===== src/rtl/mlu_pkg.sv =====
// Shared types for the MLU command driver.
// MLU_DRV_TIMEOUT_EN adds a timeout flag to each result entry.
package mlu_pkg;

  localparam int OPW  = 3;
  localparam int RESW = 6;

  typedef enum logic [1:0] {
    IDLE,
    ISSUE,
    WAIT
  } state_t;

  typedef struct packed {
`ifdef MLU_DRV_TIMEOUT_EN
    logic            timeout;
`endif
    logic [RESW-1:0] data;
  } res_entry_t;

endpackage


===== src/rtl/mlu_res_fifo.sv =====
// Result FIFO for the MLU command driver.
// Synchronous DEPTH-entry queue with count, full and empty.
module mlu_res_fifo
  import mlu_pkg::*;
#(
  parameter int DEPTH = 4
) (
  input  logic                       clk,
  input  logic                       reset,
  input  logic                       push,
  input  res_entry_t                 wdata,
  input  logic                       pop,
  output res_entry_t                 rdata,
  output logic [$clog2(DEPTH+1)-1:0] count,
  output logic                       full,
  output logic                       empty
);

  localparam int AW = $clog2(DEPTH);
  localparam int CW = $clog2(DEPTH + 1);

  res_entry_t    mem_q [DEPTH];
  res_entry_t    mem_d [DEPTH];
  logic [AW-1:0] wp_q, wp_d;
  logic [AW-1:0] rp_q, rp_d;
  logic [CW-1:0] cnt_q, cnt_d;

  always_comb begin
    mem_d = mem_q;
    wp_d  = wp_q;
    rp_d  = rp_q;
    cnt_d = cnt_q;
    if (push) begin
      mem_d[wp_q] = wdata;
      wp_d        = wp_q + AW'(1);
    end
    if (pop) begin
      rp_d = rp_q + AW'(1);
    end
    if (push && !pop) begin
      cnt_d = cnt_q + CW'(1);
    end else if (pop && !push) begin
      cnt_d = cnt_q - CW'(1);
    end
  end

  always_ff @(posedge clk) begin
    if (reset) begin
      for (int i = 0; i < DEPTH; i++) begin
        mem_q[i] <= '0;
      end
      wp_q  <= '0;
      rp_q  <= '0;
      cnt_q <= '0;
    end else begin
      mem_q <= mem_d;
      wp_q  <= wp_d;
      rp_q  <= rp_d;
      cnt_q <= cnt_d;
    end
  end

  assign empty = (cnt_q == '0);
  assign full  = (cnt_q == CW'(DEPTH));
  assign count = cnt_q;
  assign rdata = empty ? '0 : mem_q[rp_q];

endmodule


===== src/rtl/mlu_cmd_driver.sv =====
// Command sequencer driving the MLU core and buffering its results.
// MLU_DRV_TIMEOUT_EN abandons a command after TIMEOUT_CYCLES in WAIT.
module mlu_cmd_driver
  import mlu_pkg::*;
#(
  parameter int DEPTH          = 4,
  parameter int TIMEOUT_CYCLES = 255
) (
  input  logic            clk,
  input  logic            reset,
  input  logic            cmd_valid,
  output logic            cmd_ready,
  input  logic [OPW-1:0]  cmd_a,
  input  logic [OPW-1:0]  cmd_b,
  input  logic [OPW-1:0]  cmd_n,
  output logic            core_start,
  output logic [OPW-1:0]  core_a,
  output logic [OPW-1:0]  core_b,
  output logic [OPW-1:0]  core_n,
  input  logic            core_ready,
  input  logic [RESW-1:0] core_result,
  output logic            res_valid,
  input  logic            res_ready,
  output logic [RESW-1:0] res_data,
  output logic            res_timeout,
  output logic            busy
);

  localparam int CW = $clog2(DEPTH + 1);

  state_t         state_q, state_d;
  logic [OPW-1:0] a_q, a_d;
  logic [OPW-1:0] b_q, b_d;
  logic [OPW-1:0] n_q, n_d;

  logic           push;
  logic           pop;
  logic           full;
  logic           empty;
  logic [CW-1:0]  count;
  res_entry_t     push_data;
  res_entry_t     head;

`ifdef MLU_DRV_TIMEOUT_EN
  localparam int TCW = $clog2(TIMEOUT_CYCLES + 1);
  logic [TCW-1:0] tmo_q, tmo_d;
`endif

  assign cmd_ready = (state_q == IDLE) && !full;

  always_comb begin
    state_d   = state_q;
    a_d       = a_q;
    b_d       = b_q;
    n_d       = n_q;
    push      = 1'b0;
    push_data = '0;
`ifdef MLU_DRV_TIMEOUT_EN
    tmo_d     = tmo_q;
`endif
    unique case (state_q)
      IDLE: begin
        if (cmd_valid && cmd_ready) begin
          a_d     = cmd_a;
          b_d     = cmd_b;
          n_d     = cmd_n;
          state_d = ISSUE;
        end
      end
      ISSUE: begin
        // core_ready here is a stale level from the previous op
        state_d = WAIT;
`ifdef MLU_DRV_TIMEOUT_EN
        tmo_d   = '0;
`endif
      end
      WAIT: begin
        if (core_ready) begin
          push           = 1'b1;
          push_data.data = core_result;
          state_d        = IDLE;
`ifdef MLU_DRV_TIMEOUT_EN
        end else if (tmo_q == TCW'(TIMEOUT_CYCLES - 1)) begin
          push              = 1'b1;
          push_data.timeout = 1'b1;
          state_d           = IDLE;
        end else begin
          tmo_d = tmo_q + TCW'(1);
`endif
        end
      end
      default: state_d = IDLE;
    endcase
  end

  always_ff @(posedge clk) begin
    if (reset) begin
      state_q <= IDLE;
      a_q     <= '0;
      b_q     <= '0;
      n_q     <= '0;
`ifdef MLU_DRV_TIMEOUT_EN
      tmo_q   <= '0;
`endif
    end else begin
      state_q <= state_d;
      a_q     <= a_d;
      b_q     <= b_d;
      n_q     <= n_d;
`ifdef MLU_DRV_TIMEOUT_EN
      tmo_q   <= tmo_d;
`endif
    end
  end

  assign pop = !empty && res_ready;

  mlu_res_fifo #(
    .DEPTH(DEPTH)
  ) u_fifo (
    .clk  (clk),
    .reset(reset),
    .push (push),
    .wdata(push_data),
    .pop  (pop),
    .rdata(head),
    .count(count),
    .full (full),
    .empty(empty)
  );

  assign core_start = (state_q == ISSUE);
  assign core_a     = a_q;
  assign core_b     = b_q;
  assign core_n     = n_q;
  assign res_valid  = !empty;
  assign res_data   = head.data;
`ifdef MLU_DRV_TIMEOUT_EN
  assign res_timeout = head.timeout;
`else
  assign res_timeout = 1'b0;
`endif
  assign busy = (state_q != IDLE) || (count != '0);

endmodule


===== config.mk =====
export PLATFORM = sky130hd
export DESIGN_NAME = mlu_cmd_driver
export DESIGN_NICKNAME = d
export VERILOG_FILES = /design/src/rtl/mlu_pkg.sv /design/src/rtl/mlu_res_fifo.sv /design/src/rtl/mlu_cmd_driver.sv
export SDC_FILE = /design/constraint.sdc
export NUM_CORES = 1
export LEC_CHECK = 0
export ABC_CLOCK_PERIOD_IN_PS = 2500
export BUFFER_PORTS_ARGS = -buffer_cell sky130_fd_sc_hd__buf_2
export CAP_MARGIN = 20
export CORE_ASPECT_RATIO = 2
export CORE_UTILIZATION = 54
export DETAILED_ROUTE_END_ITERATION = 6
export PLACE_DENSITY = 0.88
export SETUP_SLACK_MARGIN = 0.2
export SKIP_LAST_GASP = 1
export SLEW_MARGIN = 20
export SYNTH_ARGS = -nofsm -noshare
export SYNTH_HDL_FRONTEND = slang
export SYNTH_SLANG_ARGS = --single-unit

===== constraint.sdc =====
create_clock -name clk -period 2.5 [get_ports clk]
set_input_delay 0.375 -clock clk [delete_from_list [all_inputs] [get_ports clk]]
set_output_delay 0.375 -clock clk [all_outputs]
set_load 0.1 [all_outputs]

# Word level (Yosys, flattened, before mapping)
# Cells that the tools add are included.
dict set report totals {
  latchBits 0
  reg_bits 42
  n_memories 0
  ramBits 0
  wordCells 59
  rom_bits 0
  out_inout_bits 20
  in_bits 20
}
dict set report op_classes {
  n_mux 16
  order_cmp 3
  div_mod_pow 0
  reduce_logical 18
  n_shift 0
  n_eq_ne 5
  add_sub_neg 4
  n_mul 0
  bitwise 2
}
# op count
set ops {}
lappend ops {{$mux 6} 6}
lappend ops {{$bwmux 24} 1}
lappend ops {{$bmux 6 s2} 1}
lappend ops {{$demux 6 s2} 1}
lappend ops {{$ge 3x3->1 const B} 2}
lappend ops {{$logic_and 1x1->1} 6}
lappend ops {{$mux 3} 2}
lappend ops {{$not 2->3} 2}
lappend ops {{$pmux 2 s3} 1}
lappend ops {{$add 2x1->2 const B} 2}
lappend ops {{$logic_not 1->1} 4}
lappend ops {{$mux 2} 2}
lappend ops {{$reduce_and 2->1} 2}
lappend ops {{$reduce_bool 2->1} 2}
lappend ops {{$add 3x1->3 const B} 1}
lappend ops {{$eq 3x3->1 const B} 1}
lappend ops {{$logic_not 3->1} 1}
lappend ops {{$lt 3x1->1 const B} 1}
lappend ops {{$reduce_bool 3->1} 1}
lappend ops {{$sub 3x1->3 const B} 1}
lappend ops {{$eq 2x1->1 const B} 1}
lappend ops {{$eq 2x2->1 const B} 1}
lappend ops {{$logic_not 2->1} 1}
lappend ops {{$mux 1} 2}
lappend ops {{3 further kinds} 3}

# Depth between registers and ports, before layout
# Gate-level depths: netlist of the first run.
dict set report logic_depth {
  depth_word 6
  depth_mapped 9
  depth_no_buf 8
}

# Modules after synthesis
# From an unflattened synthesis of the first run, not the netlist that was laid out.
dict set report unflattened {
  hier_cells 218
  area_unflattened_um2 1993.2
}
# module instances seq_area_each_um2 cells_each area_per_inst_um2
set modules_own_cells {}
lappend modules_own_cells {mlu_res_fifo 1 620.6 156 1406.3}
lappend modules_own_cells {mlu_cmd_driver 1 220.2 62 586.8}

# Least setup slack after synthesis of the first run
# OpenSTA, ideal clock, no wires.
dict set report synth_path {
  kind {reg-to-output}
  startpoint {register u_fifo.cnt_q[0] (netlist: u_fifo.count[0])}
  endpoint {output port cmd_ready}
  required_time_ps 2125
  path_stages_with_launch 3
  path_slack_ps -413
  path_buffers 0
  arrival_ps 2538
  path_cell_list {dfxtp_1 -> nor3b_2 -> nor3_1}
}
dict set report synth_via {
  elab_chain_cells 3
}
# element line_no
set synth_rtl {}
lappend synth_rtl {{start, declared} mlu_res_fifo.sv:26} ;# logic [CW-1:0] cnt_q, cnt_d;
lappend synth_rtl {{start signal, assigned} mlu_res_fifo.sv:59} ;# cnt_q <= cnt_d;
lappend synth_rtl {{$eq 3x3->1} mlu_res_fifo.sv:64} ;# assign full = (cnt_q == CW'(DEPTH));
lappend synth_rtl {{$logic_not 1->1} mlu_cmd_driver.sv:49} ;# assign cmd_ready = (state_q == IDLE) && !full;
lappend synth_rtl {{$logic_and 1x1->1} mlu_cmd_driver.sv:49}
lappend synth_rtl {{end, declared} mlu_cmd_driver.sv:12} ;# output logic cmd_ready,
# No other way between the ends.

# Worst setup path after layout of the first run
dict set report layout_path {
  startpoint {register state_q[1]}
  endpoint {register u_fifo.cnt_q[2] (netlist: u_fifo.count[2])}
}
dict set report layout_via {
  elab_chain_cells 5
  word_cells_on_any_way 7
  classes_between {1 x eq/ne; 2 x mux; 4 x reduce/logical}
}
# element line_no
set layout_rtl {}
lappend layout_rtl {{start, declared} mlu_cmd_driver.sv:31} ;# state_t state_q, state_d;
lappend layout_rtl {{start signal, assigned} mlu_cmd_driver.sv:106} ;# state_q <= state_d;
lappend layout_rtl {{$eq 2x2->1 (*)} mlu_cmd_driver.sv:61} ;# unique case (state_q)
lappend layout_rtl {{$mux 1 (*)} mlu_cmd_driver.sv:61}
lappend layout_rtl {{named net push} mlu_cmd_driver.sv:36} ;# logic push;
lappend layout_rtl {{$logic_not 1->1} mlu_res_fifo.sv:42} ;# end else if (pop && !push) begin
lappend layout_rtl {{$logic_and 1x1->1} mlu_res_fifo.sv:42}
lappend layout_rtl {{$reduce_bool 2->1 (no source line)} n/a}
# The timed path passes the listed nets; every way through them passes the cells marked *.
# A chain may end at the register's enable or synchronous reset.

==> results_dict.tcl, run 1 <==
set metrics [dict create \
    drv_slew 0 \
    io_pins 40 \
    r2r_end "u_fifo.count[2]$_SDFFE_PP0P_" \
    reg2regPathDepth 8 \
    crit_path_start "state_q[1]$_SDFFE_PP0P_" \
    coreArea_um2 3420 \
    htree_levels 2 \
    power_uw 2470 \
    synth_nets 213 \
    syn-cell-area_um2 1970 \
    crit_chain "nand3b_1 -> inv_1 -> ha_1 -> inv_1 -> fa_1 -> xor2_1 -> or3_1 -> a21oi_1" \
    synthAdderAreaFrac_pct 4.20 \
    synth-xor-area-share_pct 1.78 \
    synth_top_family_by_area "multiplexers" \
    seq_power_share_pct 33.5 \
    hold_path_class "in2reg" \
    vias_per_cell 5.15 \
    tightest_slew_ps 772 \
    status "finished, final reports clean" \
    worstHoldStart "cmd_a[2]" \
    port-buffer-count 38 \
    synth-edff-count 0 \
    yosys-top-cells-count "dfxtp_1, mux2i_1, nor2_1" \
    antennaDiodeCount 0 \
    grt.overflow.total 0 \
    synthSimpleGateAreaFrac_pct 21.1 \
    instances_no_fill 271 \
    holdBufCountCts 0 \
    leakage_uw 0.00122 \
    synthCells 187 \
    syn_avg_cell_area_um2 10.5 \
    p_comb_share_pct 40.0 \
    die_y_um 87.4 \
    ant_nets 0 \
    cts_buffer_depth 2 \
    numCtsBuffers 5 \
    ys.flop_type "dfxtp_1" \
    synth-compound-area-share_pct 1.40 \
    fin_nets 248 \
    fp.dieArea_um2 3900 \
    end_kind "register" \
    critPathArrivalTime_ps 2380 \
    area_growth_pct 18.5 \
    swShare_pct 43.3 \
    clock_power_share_pct 26.4 \
    hpwl_um 2480 \
    slew_headroom_pct 48.5 \
    maxCapViolations 0 \
    yosysMostFrequentCell "dfxtp_1" \
    drc 0 \
    grt_pass1_vias 1320 \
    multi_input_comb_area_um2 1070 \
    hold_viol 0 \
    antenna_found_initial 0 \
    fin_tns_setup_ps 0 \
    whs_path_depth 3 \
    p_sw_uw 1070 \
    track_usage_pct 20.5 \
    min_period_ps 2160 \
    start_util_pct 57.6 \
    drt_wl_total_um 3530 \
    fill_cells 278 \
    seq_area_um2 843 \
    clock.fmax_mhz 463 \
    p_int_uw 1400 \
    avgRoutedWirePerCell_um 13.0 \
    clkTransAtPathRegs_ps 80 \
    r2r_setup_slack_ps 340 \
    period_share_pct 86.5 \
    num_rows 30 \
    min_to "core_a[2]$_SDFFE_PP0P_" \
    synth_top_area_share_pct 42.7 \
    grt_max_degree 52 \
    synth_cell_types 28 \
    gp_congestion 0.734 \
    yosysSeqAreaShare_pct 42.7 \
    peakVddDrop_uv 948 \
    skew_ps 5.46 \
    clk_latency_ps 290 \
    worst-setup-path-type "reg2reg" \
    crit_required_ps 2720 \
    ys_seq_elements 42 \
    vias 1395 \
    dp_cells 263 \
    async_reset_ff_share_pct 0 \
    slowest_delay_ps 540 \
    synth_top_area_cell "dfxtp_1" \
    synth_area_leaders "dfxtp_1, mux2i_1, mux4_2" \
    drive_above_1_share_pct 30.5 \
    clock_sinks 42 \
    root_buffer "clkbuf_8" \
    startpoint_type "register" \
    synthMuxAreaShare_pct 24.7 \
    setup_violations 0 \
    grt_pass1_wl_um 5820 \
    die_x_um 44.7 \
    reg2reg_from "state_q[1]$_SDFFE_PP0P_" \
    drt_iter0_drc 37 \
    path_max_fanout 9 \
    synth_warnings 0 \
    crit_slowest_cell "dfxtp_1" \
    cpMostUsedCell "inv_1" \
    cts_tree "done" \
    grt_setup_unrepaired "false" \
    first_pass_iters 4 \
    p_per_area_nw_per_um2 1060 \
]
==> metal layers <==
| metal | vias to the layer above | global-route usage, % | wire length (um) |
|---|---|---|---|
| met1 | 653 | 21.8 | 1390 |
| met4 | 0 | 9.37 | 80 |
| li1 | 696 | - | - |
| met2 | 39 | 36.9 | 1930 |
| met3 | 7 | 4.15 | 134 |
| met5 | - | 0 | 0 |
==> metrics by stage <==
| stage | instance area [um2] | worst slack, ps | util (%) | hold WS [ps] |
|---|---|---|---|---|
| 6_report | 2330 | 338 | 68.2 | 340 |
| 3_5_place_dp | 2190 | 353 | 64.0 | 466 |
| 4_1_cts | 2330 | 241 | 68.2 | 334 |
| 3_3_place_gp | 2190 | 411 | 64.0 | 455 |
| 2_1_floorplan | 1990 | 299 | - | 458 |
| 5_1_grt | 2330 | 209 | 68.2 | 344 |
==> power groups by stage <==
| stage | Sequential [uW] | Combinational, uW | Clock (uW) |
|---|---|---|---|
| after CTS | 830 | 999 | 664 |
| after detailed placement | 841 | 994 | 0 |
| after floorplan | 971 | 697 | 0 |
| after global routing | 845 | 1040 | 688 |
| after global placement | 837 | 984 | 0 |
| final | 829 | 990 | 653 |
==> cell usage in the layout, fill, tap and decap left out, drive strengths merged <==
cell type  instances
ha                 5
nand2b            18
nand3b             1
mux4               6
clkbuf             6
a21oi              2
xor2               3
dfxtp             42
nand4b             4
fa                 1
or3                2
conb               1
o31ai              1
nor2b              8
bufinv             2
and3b              1
nor2              32
inv                5
xnor2              1
o21ai              2
nand2              2
mux2i             35
nor3b              2
buf               39
nor3               2
==> critical path: cells and delay by family (launching register included) <==
kind                     cells  cell delay, ps
AO/OA/AOI/OAI                1             130
buffers and inverters        2             180
adder cells (fa/ha/maj)      2             560
XOR/XNOR                     1             160
AND/OR/NAND/NOR              2             520
flip-flops                   1             540
==> layout make-up <==
cell class	instances	share of cell area, %
Clock inverter	2	2.58
Multi-Input combinational cell	129	45.8
Tap cell	48	2.58
Timing Repair Buffer	39	8.48
Inverter	5	0.805
Clock buffer	6	3.54
Sequential cell	42	36.2
==> how the worst max path moves through the flow <==
stage / depth (start not counted) / to
global placement: 8 / u_fifo.count[2]$_SDFFE_PP0P_
finish: 8 / u_fifo.count[2]$_SDFFE_PP0P_
global route: 8 / u_fifo.count[2]$_SDFFE_PP0P_
detailed placement: 8 / u_fifo.count[2]$_SDFFE_PP0P_
floorplan: 2 / core_start
CTS: 3 / res_data[4]
==> repair_timing <==
| item | in CTS | in global routing |
|---|---|---|
| pin swaps | 0 | 0 |
| buffers inserted | 0 | 0 |
| endpoints found under the setup margin | 4 | 1 |
| gates resized for setup | 1 | 1 |
==> logic make-up (layout without fill, tap and decap cells) <==
family	count (synthesis)	count (layout)
other cells	1	1
flops	42	42
buf+inv	16	52
fa+ha+maj	6	6
mux	41	41
compound gates	5	5
xor+xnor	4	4
simple gates	72	72
==> state kept, by name (all words and copies together), names as in the netlist <==
| signal | cells |
|---|---|
| core_n | 3 |
| u_fifo.count | 3 |
| core_a | 3 |
| u_fifo.wp_q | 2 |
| core_b | 3 |
| u_fifo.mem_q | 24 |
| u_fifo.rp_q | 2 |
| state_q | 2 |
No activity file was read; power rests on OpenSTA's default activity.
==> inputs of run 2 (changes only) <==
--- a/config.mk
+++ b/config.mk
@@ -5,13 +5,13 @@
 export SDC_FILE = /design/constraint.sdc
 export NUM_CORES = 1
 export LEC_CHECK = 0
-export ABC_CLOCK_PERIOD_IN_PS = 2500
+export ABC_CLOCK_PERIOD_IN_PS = 1780
 export BUFFER_PORTS_ARGS = -buffer_cell sky130_fd_sc_hd__buf_2
 export CAP_MARGIN = 20
 export CORE_ASPECT_RATIO = 2
-export CORE_UTILIZATION = 54
+export CORE_UTILIZATION = 49
 export DETAILED_ROUTE_END_ITERATION = 6
-export PLACE_DENSITY = 0.88
+export PLACE_DENSITY = 0.84
 export SETUP_SLACK_MARGIN = 0.2
 export SKIP_LAST_GASP = 1
 export SLEW_MARGIN = 20
==> constraint.sdc (replaced) <==
create_clock -name clk -period 1.78 [get_ports clk]
set_input_delay 0.267 -clock clk [delete_from_list [all_inputs] [get_ports clk]]
set_output_delay 0.267 -clock clk [all_outputs]
set_load 0.1 [all_outputs]
==> run 2 against run 1 <==
The flow now finishes with violations (setup timing). Clock power rose by 13%. First-iteration DRC count down 46%. Highest routed layer unchanged. Register-to-register slack worse by 430 ps.
==> results_dict.tcl, run 2 (same netlist as run 1, synthesis figures left out) <==
set metrics [dict create \
    holdWs_ps 224 \
    avgRoutedWirePerCell_um 15.0 \
    antenna_found_initial 0 \
    place_ws_ps -135 \
    ant_nets 0 \
    cts_buffer_depth 2 \
    peakVddDrop_uv 2250 \
    hold_viol 0 \
    layout_common_cells "dfxtp_1, mux2i_1, nor2_1" \
    cts_tree "done" \
    fill_cells 303 \
    grt_pass1_vias 1542 \
    fin_tns_setup_ps -181 \
    io_pins 40 \
    clock_sinks 42 \
    gp_congestion 0.807 \
    clock.fmax_mhz 535 \
    hpwl_um 2850 \
    antennaDiodeCount 0 \
    numCtsBuffers 5 \
    instances_no_fill 290 \
    critPathArrivalTime_ps 2100 \
    dp_cells 281 \
    first_pass_iters 4 \
    fin_nets 264 \
    drc 0 \
    grt_max_degree 28 \
    min_period_ps 1870 \
    startpoint_type "register" \
    clkTransAtPathRegs_ps 70 \
    skew_ps 3.92 \
    end_kind "register" \
    finalWorstSetupSlack_ps -90.4 \
    root_buffer "clkbuf_8" \
    fp.dieArea_um2 4290 \
    grt_setup_unrepaired "true" \
    vias_per_cell 5.14 \
    drive_above_1_share_pct 39.7 \
    p_per_area_nw_per_um2 1480 \
    die_x_um 46.8 \
    holdBufCountCts 0 \
    start_util_pct 51.2 \
    drv_slew 0 \
    htree_levels 2 \
    clk_latency_ps 300 \
    area_growth_pct 34.7 \
    path_max_fanout 2 \
    status "finished, violations left" \
    crit_required_ps 2010 \
    maxCapViolations 0 \
    num_rows 32 \
    violations "setup timing" \
    drt_wl_total_um 4350 \
    period_share_pct 105 \
    largest_reg_flops 24 \
    coreArea_um2 3840 \
    drt_iter0_drc 20 \
    worst-setup-path-type "reg2reg" \
    final_common_cell "dfxtp_1" \
    vias 1492 \
    top_register "u_fifo.mem_q" \
    grt_pass1_wl_um 6950 \
    die_y_um 91.6 \
    grt.overflow.total 0 \
    port-buffer-count 38 \
    leakage_uw 0.00132 \
    hold_path_class "in2reg" \
    track_usage_pct 23.1 \
    setup_violations 5 \
]
-- run 2: repair_timing --
action	in CTS	in global routing
cloned	1	0
pin swaps	4	1
buffers inserted	0	0
endpoints found under the setup margin	12	12
resized for setup	49	8
-- run 2: critical path: stages, from the launching register on --
cell and delay (ps):
dfxtp_2 340, o31ai_4 270, ha_2 220, inv_2 40, fa_2 320, xor2_1 150, or3_1 330, a21oi_2 130
-- run 2: metrics by stage --
| step | power [uW] | instance area [um2] | util, % |
|---|---|---|---|
| floorplan | 2410 | 2020 | - |
| global placement | 2770 | 2330 | 60.6 |
| detailed placement | 2790 | 2330 | 60.6 |
| CTS | 3890 | 2620 | 68.2 |
| global route | 4080 | 2650 | 68.9 |
| finish | 3930 | 2650 | 68.9 |
-- run 2: final timing paths --
check,from,endpoint,slack (ps),cells after the start
setup / recovery,u_fifo.count[0]$_SDFFE_PP0P_,u_fifo.count[2]$_SDFFE_PP0P_,-90,7
hold / removal,cmd_b[2],core_b[2]$_SDFFE_PP0P_,220,3
setup reg to reg,u_fifo.count[0]$_SDFFE_PP0P_,u_fifo.count[2]$_SDFFE_PP0P_,-90,7
hold reg to reg,core_n[1]$_SDFFE_PP0P_,core_n[1]$_SDFFE_PP0P_,470,2
-- run 2: layer usage --
metal	routed length (um)	global-route usage [%]
met4	88	10.7
met3	148	4.77
met2	2580	42.4
met5	0	0
met1	1540	22.1
-- run 2: layout make-up --
cell class                      count  area, um2  area share [%]
Multi-Input combinational cell    129       1140            42.9
Clock buffer                        5       68.8            2.60
Inverter                            5       21.3           0.803
Timing Repair Buffer               55        465            17.6
Tap cell                           51       63.8            2.41
Sequential cell                    42        852            32.2
Clock inverter                      3       40.0            1.51
-- run 2: power by group --
group	internal (uW)	switching [uW]
Combinational	749	1310
Sequential	1040	92.3
Clock	413	323
Total	2210	1730
==> inputs of run 3 (changes only) <==
--- a/config.mk
+++ b/config.mk
@@ -8,7 +8,6 @@
 export ABC_CLOCK_PERIOD_IN_PS = 1780
 export BUFFER_PORTS_ARGS = -buffer_cell sky130_fd_sc_hd__buf_2
 export CAP_MARGIN = 20
-export CORE_ASPECT_RATIO = 2
 export CORE_UTILIZATION = 49
 export DETAILED_ROUTE_END_ITERATION = 6
 export PLACE_DENSITY = 0.84
==> run 3 against run 2 <==
The flow still finishes with violations (setup timing). Core utilization rose by 1.9 points. Hold slack got worse by 9.2 ps. Largest cell class unchanged. Power fell by 1.6%.
==> results_dict.tcl, run 3 (same netlist as run 1, synthesis figures left out) <==
set metrics [dict create \
    skew_ps 2.16 \
    ant_nets 0 \
    layout_common_cells "dfxtp_1, mux2i_1, nor2_1" \
    vias_per_cell 5.24 \
    fin_nets 269 \
    min_period_ps 1880 \
    end_kind "register" \
    cts_tree "done" \
    start_util_pct 52.5 \
    place_ws_ps -80.7 \
    finalWorstSetupSlack_ps -96.8 \
    period_share_pct 105 \
    clock_sinks 42 \
    r2r_setup_slack_ps -100 \
    num_rows 22 \
    min_to "core_b[1]$_SDFFE_PP0P_" \
    instances_no_fill 292 \
    path_max_fanout 2 \
    power_uw 3870 \
    hpwl_um 2790 \
    p_per_area_nw_per_um2 1460 \
    whs_path_depth 3 \
    io_pins 40 \
    avgRoutedWirePerCell_um 15.7 \
    clk_latency_ps 300 \
    gp_congestion 0.776 \
    grt_pass1_wl_um 7210 \
    grt_max_degree 30 \
    port-buffer-count 38 \
    clock.fmax_mhz 533 \
    status "finished, violations left" \
    worstHoldStart "cmd_b[1]" \
    numCtsBuffers 5 \
    startpoint_type "register" \
    worst-setup-path-type "reg2reg" \
    drt_iter0_drc 67 \
    largest_reg_flops 24 \
    top_register "u_fifo.mem_q" \
    die_y_um 65.4 \
    reg2reg_from "u_fifo.count[2]$_SDFFE_PP0P_" \
    final_common_cell "dfxtp_1" \
    leakage_uw 0.00134 \
    track_usage_pct 23.3 \
    violations "setup timing" \
    drc 0 \
    drive_above_1_share_pct 40.2 \
    root_buffer "clkbuf_8" \
    hold_viol 0 \
    holdBufCountCts 0 \
    r2r_end "u_fifo.count[2]$_SDFFE_PP0P_" \
    clkTransAtPathRegs_ps 80 \
    setup_violations 6 \
    reg2regPathDepth 7 \
    area_growth_pct 34.9 \
    antennaDiodeCount 0 \
    critPathArrivalTime_ps 2110 \
    htree_levels 2 \
    maxCapViolations 0 \
    antenna_found_initial 0 \
    crit_required_ps 2010 \
    first_pass_iters 4 \
    dp_cells 278 \
    peakVddDrop_uv 1480 \
    fin_tns_setup_ps -393 \
    die_x_um 65.4 \
    grt_pass1_vias 1500 \
    cts_buffer_depth 2 \
    drv_slew 0 \
    grt_setup_unrepaired "true" \
    fp.dieArea_um2 4270 \
    drt_wl_total_um 4570 \
    coreArea_um2 3740 \
    hold_path_class "in2reg" \
    vias 1529 \
    grt.overflow.total 0 \
]
[run 3: changes by cell type in the layout (fill, tap and decap cells not counted), sizes merged]
cell / previous run / this run
bufinv: 1 / 0
clkinvlp: 0 / 1
clkbuf: 5 / 6
buf: 55 / 60
clkinv: 2 / 1
[run 3: timing repair]
item | in CTS | in global routing
buffers inserted | 3 | 2
pin swaps | 4 | 2
endpoints found under the setup margin | 12 | 11
gates resized for setup | 46 | 1
gates cloned | 1 | 0
[run 3: how the worst max path moves through the flow]
stage	from	to	slack [ps]	cells past startpoint
global route	u_fifo.count[2]$_SDFFE_PP0P_	u_fifo.count[2]$_SDFFE_PP0P_	-140	7
detailed placement	u_fifo.count[2]$_SDFFE_PP0P_	u_fifo.count[2]$_SDFFE_PP0P_	-80	7
CTS	u_fifo.rp_q[0]$_SDFFE_PP0P_	res_data[1]	-70	4
global placement	u_fifo.count[2]$_SDFFE_PP0P_	u_fifo.count[2]$_SDFFE_PP0P_	-30	7
floorplan	state_q[1]$_SDFFE_PP0P_	cmd_ready	-130	2
finish	u_fifo.count[2]$_SDFFE_PP0P_	u_fifo.count[2]$_SDFFE_PP0P_	-100	7
[run 3: metal layers]
layer	part of all wire (%)	track usage, %	up-vias	routed length [um]
met5	0	0	-	0
li1	-	-	738	-
met2	51	38.1	33	2330
met1	43	27.6	748	1990
met4	2.1	14.7	0	97
met3	3.5	5.21	10	160
[run 3: report_power, final]
part / leakage [uW] / total (uW) / internal, uW / switching [uW]
Sequential: 0.000343 / 1110 / 1040 / 74.6
Combinational: 0.000947 / 2100 / 774 / 1330
Clock: 0.0000472 / 653 / 312 / 341
Total: 0.00134 / 3870 / 2130 / 1740
[run 3: per-stage QoR]
stage / area [um2] / utilization, % / hold slack, ps
after CTS: 2630 / 70.4 / 222
after global placement: 2340 / 62.5 / 456
after floorplan: 2020 / - / 411
final: 2650 / 70.9 / 215
after detailed placement: 2340 / 62.5 / 465
after global routing: 2650 / 70.9 / 238
[run 3: cell type report]
cell class	count	area, um2
multi-input cells	129	1130
fillers	275	1090
flip-flops and latches	42	850
repair buffers	60	500
clock buffers	6	82.6
well taps	48	60.1
inverters	5	18.8
clock inverters	2	12.5
[run 3: worst max-delay path, stage by stage (launching register included)]
cell and delay, ps:
dfxtp_2 350, o31ai_4 290, ha_2 240, inv_2 40
fa_2 320, xor2_1 150, or3_1 310, a21oi_1 120
